### src/rtl/playfield_grid.sv
// Tetris playfield: ROWS x COLS cell array with a registered read port, a write port
// and a clear engine that removes full rows and drops everything above them.
module playfield_grid #(
    parameter int unsigned COLS    = 10,
    parameter int unsigned ROWS    = 20,
    parameter int unsigned CELL_W  = 3,
    parameter int unsigned TOTAL_W = 16,
    localparam int unsigned RW     = $clog2(ROWS),
    localparam int unsigned CW     = $clog2(COLS),
    localparam int unsigned LW     = $clog2(ROWS + 1)
) (
    input  logic               clk,
    input  logic               rst,
    input  logic [RW-1:0]      rd_row,
    input  logic [CW-1:0]      rd_col,
    output logic [CELL_W-1:0]  rd_data,
    input  logic               wr_en,
    input  logic [RW-1:0]      wr_row,
    input  logic [CW-1:0]      wr_col,
    input  logic [CELL_W-1:0]  wr_data,
    output logic               wr_drop,
    input  logic               clear_start,
    input  logic               clear_all,
    output logic               busy,
    output logic               done,
    output logic [LW-1:0]      lines_cleared,
    output logic [TOTAL_W-1:0] total_lines
);

    typedef enum logic [1:0] {StIdle, StScan, StShift, StDone} state_e;

    state_e state_q, state_d;

    logic [CELL_W-1:0]  cells_q [ROWS][COLS];
    logic [RW-1:0]      scan_row_q;
    logic [LW-1:0]      lines_q;
    logic [TOTAL_W-1:0] total_q;
    logic [CELL_W-1:0]  rd_data_q, rd_next;
    logic               wr_drop_q;

    logic rd_valid, wr_valid, wr_ok, row_full, start_go, wipe;

    assign rd_valid = (32'(rd_row) < ROWS) && (32'(rd_col) < COLS);
    assign wr_valid = (32'(wr_row) < ROWS) && (32'(wr_col) < COLS);
    assign wr_ok    = wr_en && (state_q == StIdle) && wr_valid;
    assign wipe     = (state_q == StIdle) && clear_all;
    assign start_go = (state_q == StIdle) && !clear_all && clear_start;

    always_comb begin
        row_full = 1'b1;
        for (int c = 0; c < COLS; c++) begin
            if (cells_q[scan_row_q][c] == '0) row_full = 1'b0;
        end
    end

    always_comb begin
        rd_next = '0;
        if (rd_valid) rd_next = cells_q[rd_row][rd_col];
    end

    always_ff @(posedge clk) begin
        if (rst) state_q <= StIdle;
        else     state_q <= state_d;
    end

    always_comb begin
        state_d = state_q;
        unique case (state_q)
            StIdle:  if (start_go) state_d = StScan;
            StScan: begin
                if (row_full)                 state_d = StShift;
                else if (scan_row_q == '0)    state_d = StDone;
            end
            StShift: state_d = StScan;
            StDone:  state_d = StIdle;
            default: state_d = StIdle;
        endcase
    end

    always_comb begin
        busy = (state_q != StIdle);
        done = (state_q == StDone);
    end

    // Shift keeps scan_row so the row that drops into it gets re-checked.
    always_ff @(posedge clk) begin
        if (rst) begin
            scan_row_q <= '0;
            lines_q    <= '0;
            total_q    <= '0;
            rd_data_q  <= '0;
            wr_drop_q  <= 1'b0;
        end else begin
            rd_data_q <= rd_next;
            wr_drop_q <= wr_en && !wr_ok && !wipe;
            if (start_go) begin
                scan_row_q <= RW'(ROWS - 1);
                lines_q    <= '0;
            end else if (state_q == StScan && !row_full && scan_row_q != '0) begin
                scan_row_q <= scan_row_q - 1'b1;
            end
            if (state_q == StShift) begin
                lines_q <= lines_q + 1'b1;
                if (total_q != '1) total_q <= total_q + 1'b1;
            end
        end
    end

    always_ff @(posedge clk) begin
        if (rst || wipe) begin
            for (int r = 0; r < ROWS; r++) begin
                for (int c = 0; c < COLS; c++) cells_q[r][c] <= '0;
            end
        end else if (state_q == StShift) begin
            for (int r = 0; r < ROWS; r++) begin
                for (int c = 0; c < COLS; c++) begin
                    if (r == 0)                       cells_q[r][c] <= '0;
                    else if (r <= int'(scan_row_q))   cells_q[r][c] <= cells_q[r-1][c];
                end
            end
        end else if (wr_ok) begin
            cells_q[wr_row][wr_col] <= wr_data;
        end
    end

    assign rd_data       = rd_data_q;
    assign wr_drop       = wr_drop_q;
    assign lines_cleared = lines_q;
    assign total_lines   = total_q;

endmodule

### config.mk
export PLATFORM = sky130hd
export DESIGN_NAME = playfield_grid
export DESIGN_NICKNAME = d
export VERILOG_FILES = /design/src/rtl/playfield_grid.sv
export SDC_FILE = /design/constraint.sdc
export NUM_CORES = 2
export LEC_CHECK = 0
export BUFFER_PORTS_ARGS = -buffer_cell sky130_fd_sc_hd__clkbuf_2
export CORE_ASPECT_RATIO = 0.5
export CORE_UTILIZATION = 50
export DETAILED_ROUTE_END_ITERATION = 8
export PLACE_DENSITY = 0.67
export SLEW_MARGIN = 15
export SYNTH_ARGS = -nofsm -noshare
export SYNTH_HDL_FRONTEND = slang
export SYNTH_SLANG_ARGS = --single-unit
### constraint.sdc
create_clock -name clk -period 9.18 [get_ports clk]
set_clock_uncertainty 0.05 [all_clocks]
set_input_delay 1.836 -clock clk [delete_from_list [all_inputs] [get_ports clk]]
set_output_delay 1.836 -clock clk [all_outputs]
set_load 0.02 [all_outputs]
==> results_dict.tcl <==
set metrics [dict create \
    layout_setup_ws_ns 3.71 \
    cap_viol_max_count 0 \
    avgSynthCellArea_um2 12.0 \
    seqPwrFrac 0.493 \
    track_usage 0.373 \
    synthSimpleGateAreaFrac 0.112 \
    syn-cell-area_um2 50900 \
    synth_compound_area_frac 0.130 \
    startpoint_type "flop" \
    ir_drop_uv 147 \
    power_switching_mw 3.36 \
    grt_pass1_vias 38599 \
    synth_top_family_by_area "multiplexers" \
    worstSkewPairLatency_ns 0.74 \
    yosys.cell_count.top_type "edfxtp_1" \
    cp_slowest_stage_delay_ns 1.09 \
    place_congestion 1.03 \
    antenna_left 0 \
    power_density_nw_per_um2 205 \
    clkPwrFrac 0.358 \
    area_growth_pct 11.5 \
    leakage_nw 18.8 \
    wl_per_cell_um 32.7 \
    yosys_warnings 0 \
    slew_headroom 0.0707 \
    ioPinCount 53 \
    clockRootBuffer "clkbuf_16" \
    synth_mux_area_frac 0.146 \
    num_vias 41231 \
    hold-worst-slack_ns 0.450 \
    synth.distinct_cells 66 \
    ys_seq_area_frac 0.579 \
    cts_tree "yes" \
    die_area_um2 103000 \
    die_width_um 453 \
    fin_crit_sh 0.596 \
    cts_resized 0 \
    crit_fanout 26 \
    finalHoldViolations 0 \
    fin_crit_ns 5.47 \
    cts_setup_buffers 0 \
    rsz0062_at_grt "false" \
    antenna_found_initial 17 \
    post-dp-hpwl_mm 130 \
    grt_pass1_wl_mm 271 \
    comb_power_share 0.149 \
    start_util 0.506 \
    crit_family "compound AO/OA/AOI/OAI gates" \
    worstPathCellList "buf_4 -> nor2_4 -> o41ai_1 -> o211ai_1 -> o211ai_1 -> nor4_1 -> a211o_1 -> nor2_1 -> o311a_1" \
    drt-pass1-iter-count 9 \
    failed_checks "design-rule violations" \
    die-height_um 228 \
    h-tree-depth 3 \
    cts.clk_slew.worst_paths_ns 0.07 \
    synthArstFlopShare 0 \
    min_path_type "reg2reg" \
    cts_inserted_buffers 91 \
    drtIter0Drc 8302 \
    wirelength_mm 193 \
    totalNegativeSetupSlack_ns 0 \
    synth_fa_ha_area_frac 0.00172 \
    finalMaxSlewViolations 0 \
    tightest_slew_ns 1.38 \
    final_nets 4516 \
    yosys-top-cells-area "edfxtp_1, mux4_2, o21ai_0" \
    max_freq_ghz 0.183 \
    crit_type "reg2reg" \
    crit_top_cell "o211ai_1" \
    std_cell_rows 82 \
    ys_seq_elements 992 \
    switching_share 0.288 \
    min_from "lines_cleared[3]$_SDFFE_PP0P_" \
    vias_per_cell 6.97 \
    internal_power_mw 8.29 \
    drive_above_1_share 0.134 \
    yosysTopAreaCell "edfxtp_1" \
    endpoint_kind "flop" \
    synth-main-ff-cell "edfxtp_1" \
    synth_cells 4227 \
    coreArea_um2 101000 \
    worst_r2r_path_depth 9 \
    synth_xor_area_frac 0.00241 \
    grt_max_degree 130 \
    r2r-end "scan_row_q[4]$_SDFFE_PP0P_" \
    post-place-ws_ns 3.37 \
    rr_startpoint "scan_row_q[2]$_SDFFE_PP0P_" \
    r2r_slack_ns 3.71 \
    status "finished with violations" \
    cts_hold_buf 0 \
    cp.arrival_ns 6.03 \
    finalSetupViolCount 0 \
    min_path_cells 1 \
    synth_edf_count 960 \
    cp_slowest_cell "o211ai_1" \
    power_mw 11.7 \
    critPathRequiredTime_ns 9.74 \
    route.detailed.drc 1 \
    synth_top_area_frac 0.566 \
    grt.overflow.total 0 \
    min_delay_worst_endpoint "lines_cleared[3]$_SDFFE_PP0P_" \
    cts_num_sinks 992 \
    io_buffers 52 \
    synthTopCellsByCount "edfxtp_1, o21ai_0, nand2_1, mux4_2, nor2_1" \
    path_buf_inv 1 \
    clockBufferDepth 3 \
]
## per-layer routing
layer | GRT usage | wire [µm] | up-vias
met5 | 0.0285 | 265 | -
met4 | 0.159 | 9690 | 12
met3 | 0.209 | 39800 | 671
met2 | 0.500 | 75700 | 3809
met1 | 0.492 | 67900 | 20167
li1 | - | - | 16572
## kinds of logic (layout without fill, tap and decap cells)
family / Yosys count / count (layout)
simple gates: 1317 / 1317
compound gates: 1184 / 1184
flops: 992 / 992
mux: 379 / 379
buf+inv: 333 / 307
xor+xnor: 14 / 14
fa+ha+maj: 7 / 7
other cells: 1 / 374
## metrics by stage
step / instance area [µm²] / cells / utilization
detailed placement: 53600 / 5733 / 0.533
global route: 56700 / 5909 / 0.564
floorplan: 52300 / 4586 / -
finish: 56800 / 5918 / 0.565
global placement: 53500 / 5733 / 0.533
CTS: 56700 / 5903 / 0.564
## sequential cells by signal (all words and copies together) (netlist names)
signal and cells:
cells_q 960, lines_cleared 5, rd_data 3, scan_row_q 5, state_q 2, total_lines 16, wr_drop 1
## power groups by stage
stage | combinational [mW] | sequential, mW | clock [mW]
after global routing | 1.77 | 5.77 | 4.33
after floorplan | 1.03 | 5.62 | 0
final | 1.73 | 5.75 | 4.17
after detailed placement | 1.62 | 5.82 | 0
after global placement | 1.59 | 5.80 | 0
after CTS | 1.62 | 5.72 | 4.15
## cells in the final DEF (no fill, tap or decap), types with 28 or more instances in the layout
cell type and count:
a211oi_1 66, a21oi_1 99, buf_4 73, clkbuf_16 93, clkbuf_2 46, conb_1 360, dfxtp_1 28, edfxtp_1 960
mux2i_1 84, mux4_2 289, nand2_1 703, nor2_1 235, nor3_1 159, nor4_1 62, o21ai_0 837
## how the worst max path moves through the flow
stage | depth (start not counted) | from | slack (ns) | to
finish | 9 | scan_row_q[2]$_SDFFE_PP0P_ | 3.71 | scan_row_q[4]$_SDFFE_PP0P_
global route | 7 | rst | 3.61 | cells_q[9][19]$_DFFE_PP_
CTS | 6 | rst | 4.10 | cells_q[3][16]$_DFFE_PP_
detailed placement | 6 | rst | 3.37 | cells_q[3][16]$_DFFE_PP_
global placement | 6 | rst | 3.53 | cells_q[3][16]$_DFFE_PP_
floorplan | 12 | rd_row[0] | 4.70 | rd_data[1]$_SDFF_PP0_
## final cells by class
type	instances	area, µm²
fill	8360	43800
sequential	992	29500
multi-input combinational	3261	21500
clock buffer	115	2470
tap	1344	1680
timing repair buffer	124	868
clock inverter	55	676
inverter	13	48.8
antenna	14	35.0
(Power assumes the default switching activity.)
